### config.mk
export PLATFORM = sky130hd
export DESIGN_NAME = scale_matrix
export DESIGN_NICKNAME = d
export VERILOG_FILES = /design/src/rtl/scale_matrix.sv
export SDC_FILE = /design/constraint.sdc
export NUM_CORES = 2
export LEC_CHECK = 0
export CORE_MARGIN = 4
export CORE_UTILIZATION = 55
export DETAILED_ROUTE_END_ITERATION = 10
export GPL_ROUTABILITY_DRIVEN = 0
export GPL_TIMING_DRIVEN = 0
export PLACE_DENSITY = 0.77
export SYNTH_ARGS = -nofsm -noshare
export SYNTH_HDL_FRONTEND = slang
export SYNTH_SLANG_ARGS = --single-unit
### constraint.sdc
create_clock -name clk -period 7.85 [get_ports clk]
set_input_delay 1.1775 -clock clk [delete_from_list [all_inputs] [get_ports clk]]
set_output_delay 1.1775 -clock clk [all_outputs]
set_load 0.02 [all_outputs]
### src/rtl/scale_matrix.sv
// Scales each 16-bit element of a packed 4x4 matrix by an 8-bit scalar, registered.
// Optional build macro SCALE_MATRIX_SATURATE_EN clamps overflowing products to 16'hFFFF.
module scale_matrix (
  input  logic         clk,
  input  logic         reset,
  output logic [255:0] m_out,
  output logic         done,
  input  logic [255:0] matrix,
  input  logic [7:0]   scalar,
  input  logic         enable
);

  logic [255:0] w_scaled;
  logic [255:0] r_m_out;
  logic         r_done;

  // Element g = row*4 + col lives at bits g*16 +: 16, so a flat index covers the packing.
  for (genvar g = 0; g < 16; g++) begin : g_elem
`ifdef SCALE_MATRIX_SATURATE_EN
    logic [23:0] w_prod;
    assign w_prod = {8'd0, matrix[g*16 +: 16]} * {16'd0, scalar};
    assign w_scaled[g*16 +: 16] = (|w_prod[23:16]) ? 16'hFFFF : w_prod[15:0];
`else
    // Only the low 16 bits survive the wrap, so a 16-bit product is sufficient.
    assign w_scaled[g*16 +: 16] = matrix[g*16 +: 16] * {8'd0, scalar};
`endif
  end

  always_ff @(posedge clk) begin
    if (reset) begin
      r_m_out <= '0;
      r_done  <= 1'b0;
    end else if (enable) begin
      r_m_out <= w_scaled;
      r_done  <= 1'b1;
    end else begin
      r_done  <= 1'b0;
    end
  end

  assign m_out = r_m_out;
  assign done  = r_done;

endmodule

Yosys cells after proc, flatten, opt, wreduce, memory -nomap -nowiden
Cells that the tools add are included.
{ "word_totals": {"word_cells": 19, "input_bits": 267, "output_inout_bits": 257, "ff_bits": 257} }
{ "op_classes": {"n_mux": 1, "mul": 16} }
{ "op_table": {"columns": ["operator", "count"], "rows": [
  ["$mul A16 B8 Y16", 16],
  ["$mux W1", 1]
]} }

Longest topological paths before layout
{ "depth": {"word_depth": 1, "ltp_mapped": 21, "ltp_nobuf": 16} }

Worst setup path before layout
No wires, ideal clock.
{ "synth_timing": {"path_type": "in2reg", "start": "in scalar[2]", "end": "reg r_m_out[60] (netlist: m_out[60])", "required_time_ps": 7721, "path_buffers": 5, "setup_ps": 129, "arrival_time_ps": 5773, "path_stages": 20, "setup_slack_ps": 1949, "path_cell_list": "buf_2 buf_4 buf_2 clkbuf_1 clkbuf_1 nand2_1 fa_1 fa_1 inv_1 fa_1 inv_1 fa_1 inv_1 ha_1 a21o_1 a2111oi_0 o21ai_0 a31oi_1 xor2_1 o21ai_0"} }
{ "synth_via": {"elab_chain_len": 1} }
{ "synth_rtl": {"columns": ["item", "line_no", "source"], "rows": [
  ["start: declaration", "9", "input logic [7:0] scalar,"],
  ["$mul A16 B8 Y16", "25", "assign w_scaled[g*16 +: 16] = matrix[g*16 +: 16] * {8'd0, scalar};"],
  ["end signal: assignment", "34", "r_m_out <= w_scaled;"],
  ["end: declaration", "14", "logic [255:0] r_m_out;"]
]} }
No other way between the ends.
A chain may end at the register's enable or synchronous reset.

Worst setup path in the final report
{ "layout_timing": {"start": "in scalar[7]", "end": "reg r_m_out[95] (netlist: m_out[95])"} }
The elaborated chain is that of the path after synthesis.

==> run_results.csv <==
group,metric,value,unit
outcome,status,"finished, violations left",
outcome,violations,"capacitance limit, slew limit, setup timing",
timing,slew_headroom,-17.8,%
clock_tree,cts.htree.levels,2,
critical_path,cp-start-kind,"primary input",
critical_path,setup.worst_path.end_class,"register",
critical_path,timing.rr.start,"m_out[87]",
hold_path,min_path_cells,2,
critical_path,slowest_delay,1.13,ns
clock_tree,post_cts.repair.setup_buffers,0,
clock_tree,clkTransAtPathRegs,0.06,ns
finish,utilization,64.2,%
finish,drive_above_1_share,2.23,%
clock_tree,cts_hold_buf,0,
critical_path,r2r_slack,6.86,ns
die,ioPinCount,524,
timing,final.min_clock_period,7.98,ns
logic_synthesis,yosysUniqueCellTypes,54,
global_route,grt_pass1_vias,49704,
timing,grt_setup_unrepaired,"no",
flow_run,maxCapViolations,7,
clock_tree,cts_buffers,36,
critical_path,crit_slowest_cell,"clkbuf_1",
power_and_ir_drop,total_power,0.0171,W
timing,fin_setup_tns,-0.251,ns
logic_synthesis,synth-seq-area-share,9.56,%
logic_synthesis,async_flop_share,0,%
timing,max_freq,125,MHz
timing,setup_viol,4,
timing,hold_viol_final,0,
timing,skew,0,ns
logic_synthesis,yosys_warnings,0,
route,detail_route.vias_per_cell,6.07,
timing,worst_hold_slack,0.453,ns
placed_design,place_ws,-0.482,ns
die,num_rows,114,
logic_synthesis,syn_inst,6228,
global_route,grt_start_max_net_pins,13,
route,num_vias,49777,
logic_synthesis,synth.top_cell.area_share,35.7,%
critical_path,crit_fanout,11,
hold_path,min_to,"m_out[111]",
critical_path,path_buf_inv,7,
clock_tree,clockRootBuffer,"clkbuf_16",
route,antenna_left,0,
power_and_ir_drop,p_per_area,275,mW/mm^2
critical_path,cp.required,8.31,ns
global_route,grt_usage,44.0,%
timing,post-route-period-util,102,%
timing,worst_slack,-0.127,ns
global_route,antenna_found_initial,83,
logic_synthesis,yosys.area.top_type,"fa_1",
clock_tree,cts.repair.resized,0,
clock_tree,cts_buffer_depth,3,
route,first_iter_violations,6126,
clock_tree,cts_sinks,257,
route,wl_per_cell,27.8,um
logic_synthesis,ys_seq_elements,257,
logic_synthesis,ys.flop_type,"dfxtp_1",
logic_synthesis,synth_edf_count,0,
power_and_ir_drop,max-vdd-ir-drop,0.209,mV
critical_path,critical_path.top_delay_family,"buffers and inverters",
die,die-area,0.103,sq mm
logic_synthesis,synth_nets,7839,
timing,worstMarginPinSlew,1.77,ns
finish,layout.nets,8402,
critical_path,r2r_end,"m_out[87]",
hold_path,hold_path_class,"register to register",
logic_synthesis,syn_area,0.0538,sq mm
global_route,grt_pass1_wl,326000,um
timing,slew_violations,82,
critical_path,worst_r2r_path_depth,3,
route,drcViolationCount,0,
die,start_util,55.5,%
critical_path,crit_chain,"buf_2, buf_2, clkbuf_1, clkbuf_1, nand2_1, fa_1, fa_1, inv_1, fa_1, inv_1, fa_1, inv_1, ha_1, o21a_1, o31ai_1, a311o_1, a21oi_1, xnor2_1, o21ai_0",
route,first_pass_iters,6,
hold_path,min_from,"m_out[111]",
die,core_area,0.0969,sq mm
clock_tree,cts_tree,"built",
logic_synthesis,synth_area_leaders,"fa_1, and2_1, dfxtp_1",
critical_path,arrival,8.43,ns
placed_design,place.port_buffers,517,
logic_synthesis,synth_area_per_cell,8.64,sq um
die,die_x,321,um
route,drt-total-wl,228000,um
critical_path,cpMostUsedCell,"fa_1",
finish,layout-area-overhead-vs-synth,15.5,%
placed_design,dp_hpwl,174000,um
clock_tree,clkLatencyLatePin,0.60,ns
power_and_ir_drop,power_leakage,29.4,nW
global_route,grt_overflow,0,
die,die_y,321,um
critical_path,path_class,"primary input to register",
[sequential cells by signal, indices dropped and copies added, names as in the netlist]
name,flops
m_out,256
done,1
[metrics by stage]
stage	std cells	cell area (sq um)
detailed placement	8023	60600
floorplan	6228	53800
global placement	8021	60600
global route	8129	62000
finish	8196	62100
CTS	8085	61800
[kinds of logic after synthesis]
| logic type | synth area share [%] |
|---|---|
| AO/OA/AOI/OAI | 8.36 |
| XOR/XNOR | 4.40 |
| adder cells (fa/ha/maj) | 44.7 |
| buffers and inverters | 9.80 |
| flip-flops | 9.56 |
| multiplexers | 1.19 |
| AND/OR/NAND/NOR | 22.0 |
[cell usage after synthesis, types with 4 or more instances]
cell,instances
o32ai_1,15
nor2b_1,45
xnor2_1,157
a21oi_1,155
o31ai_1,14
nand2_1,634
o21bai_1,16
o211ai_1,15
o21ai_0,143
buf_4,4
a211oi_1,31
a21boi_0,25
mux2i_1,64
buf_6,6
nor2_1,210
o21a_1,77
and2_1,1101
and3_1,23
inv_1,1128
nor4_1,16
o21ai_1,8
or3_1,18
a31o_2,13
buf_2,17
nand2_2,7
nand3_1,18
a21o_1,62
buf_1,15
ha_1,384
xnor2_2,4
nor3b_1,11
clkbuf_1,211
a311o_1,15
o31a_1,11
nand3b_1,31
a31oi_1,51
xnor3_1,16
fa_1,960
nand2b_1,33
xor2_1,63
a22oi_1,32
nor3_1,96
dfxtp_1,257
[cell usage in the layout, fill, tap and decap left out, types with 13 or more instances in the layout]
cell	netlist	routed
clkbuf_2	0	34
nor3_1	96	96
nor2_1	210	210
a21boi_0	25	25
o32ai_1	15	15
and3_1	23	23
a211oi_1	31	31
o21ai_0	143	143
clkdlybuf4s50_1	0	517
a31o_2	13	13
buf_2	17	17
xnor2_1	157	157
inv_1	1128	1128
nand2b_1	33	33
nand3_1	18	18
xor2_1	63	63
a21o_1	62	62
diode_2	0	105
buf_1	15	13
mux2i_1	64	64
dfxtp_1	257	257
o211ai_1	15	15
nor4_1	16	16
a31oi_1	51	51
or3_1	18	18
a22oi_1	32	32
ha_1	384	384
nor2b_1	45	45
nand3b_1	31	31
clkbuf_16	0	37
xnor3_1	16	16
nand2_1	634	634
o21a_1	77	77
a311o_1	15	15
and2_1	1101	1101
clkbuf_1	211	188
fa_1	960	960
o21bai_1	16	16
o31ai_1	14	14
a21oi_1	155	155
[where the power goes]
| group | internal, W | total, W | switching [W] |
|---|---|---|---|
| Combinational | 0.00587 | 0.0135 | 0.00760 |
| Sequential | 0.00167 | 0.00193 | 0.000258 |
| Clock | 0.000946 | 0.00167 | 0.000722 |
| Total | 0.00849 | 0.0171 | 0.00858 |
[cell type report]
class | instances | area, sq um
Sequential cell | 257 | 5140
Inverter | 1129 | 4240
Clock buffer | 51 | 1030
Fill cell | 8179 | 34700
Clock inverter | 11 | 97.6
Timing Repair Buffer | 525 | 5320
Buffer | 253 | 1070
Antenna cell | 105 | 263
Tap cell | 1276 | 1600
Multi-Input combinational cell | 4589 | 43400
[layer usage]
| layer | global-route usage [%] | up-vias | share of wire (%) |
|---|---|---|---|
| li1 | - | 20354 | - |
| met1 | 50.3 | 24135 | 33 |
| met2 | 61.1 | 4053 | 40 |
| met3 | 22.6 | 1209 | 17 |
| met4 | 36.2 | 26 | 10 |
| met5 | 1.48 | - | 0.17 |
[tightest hold or removal path, stage by stage, from the launching register on]
cell and delay, ns:
dfxtp_1 0.31, nand2_1 0.05, o21ai_1 0.05
[worst max-delay path by stage]
stage / from / to / slack, ns / cells after the start
after CTS: scalar[4] / m_out[157] / 0.16 / 19
after global placement: scalar[4] / m_out[157] / -0.46 / 19
after floorplan: scalar[2] / m_out[60] / 1.95 / 20
after detailed placement: scalar[4] / m_out[157] / -0.48 / 19
final: scalar[7] / m_out[95] / -0.13 / 19
after global routing: scalar[7] / m_out[95] / 0.03 / 19
No activity file was read; power rests on OpenSTA's default activity.
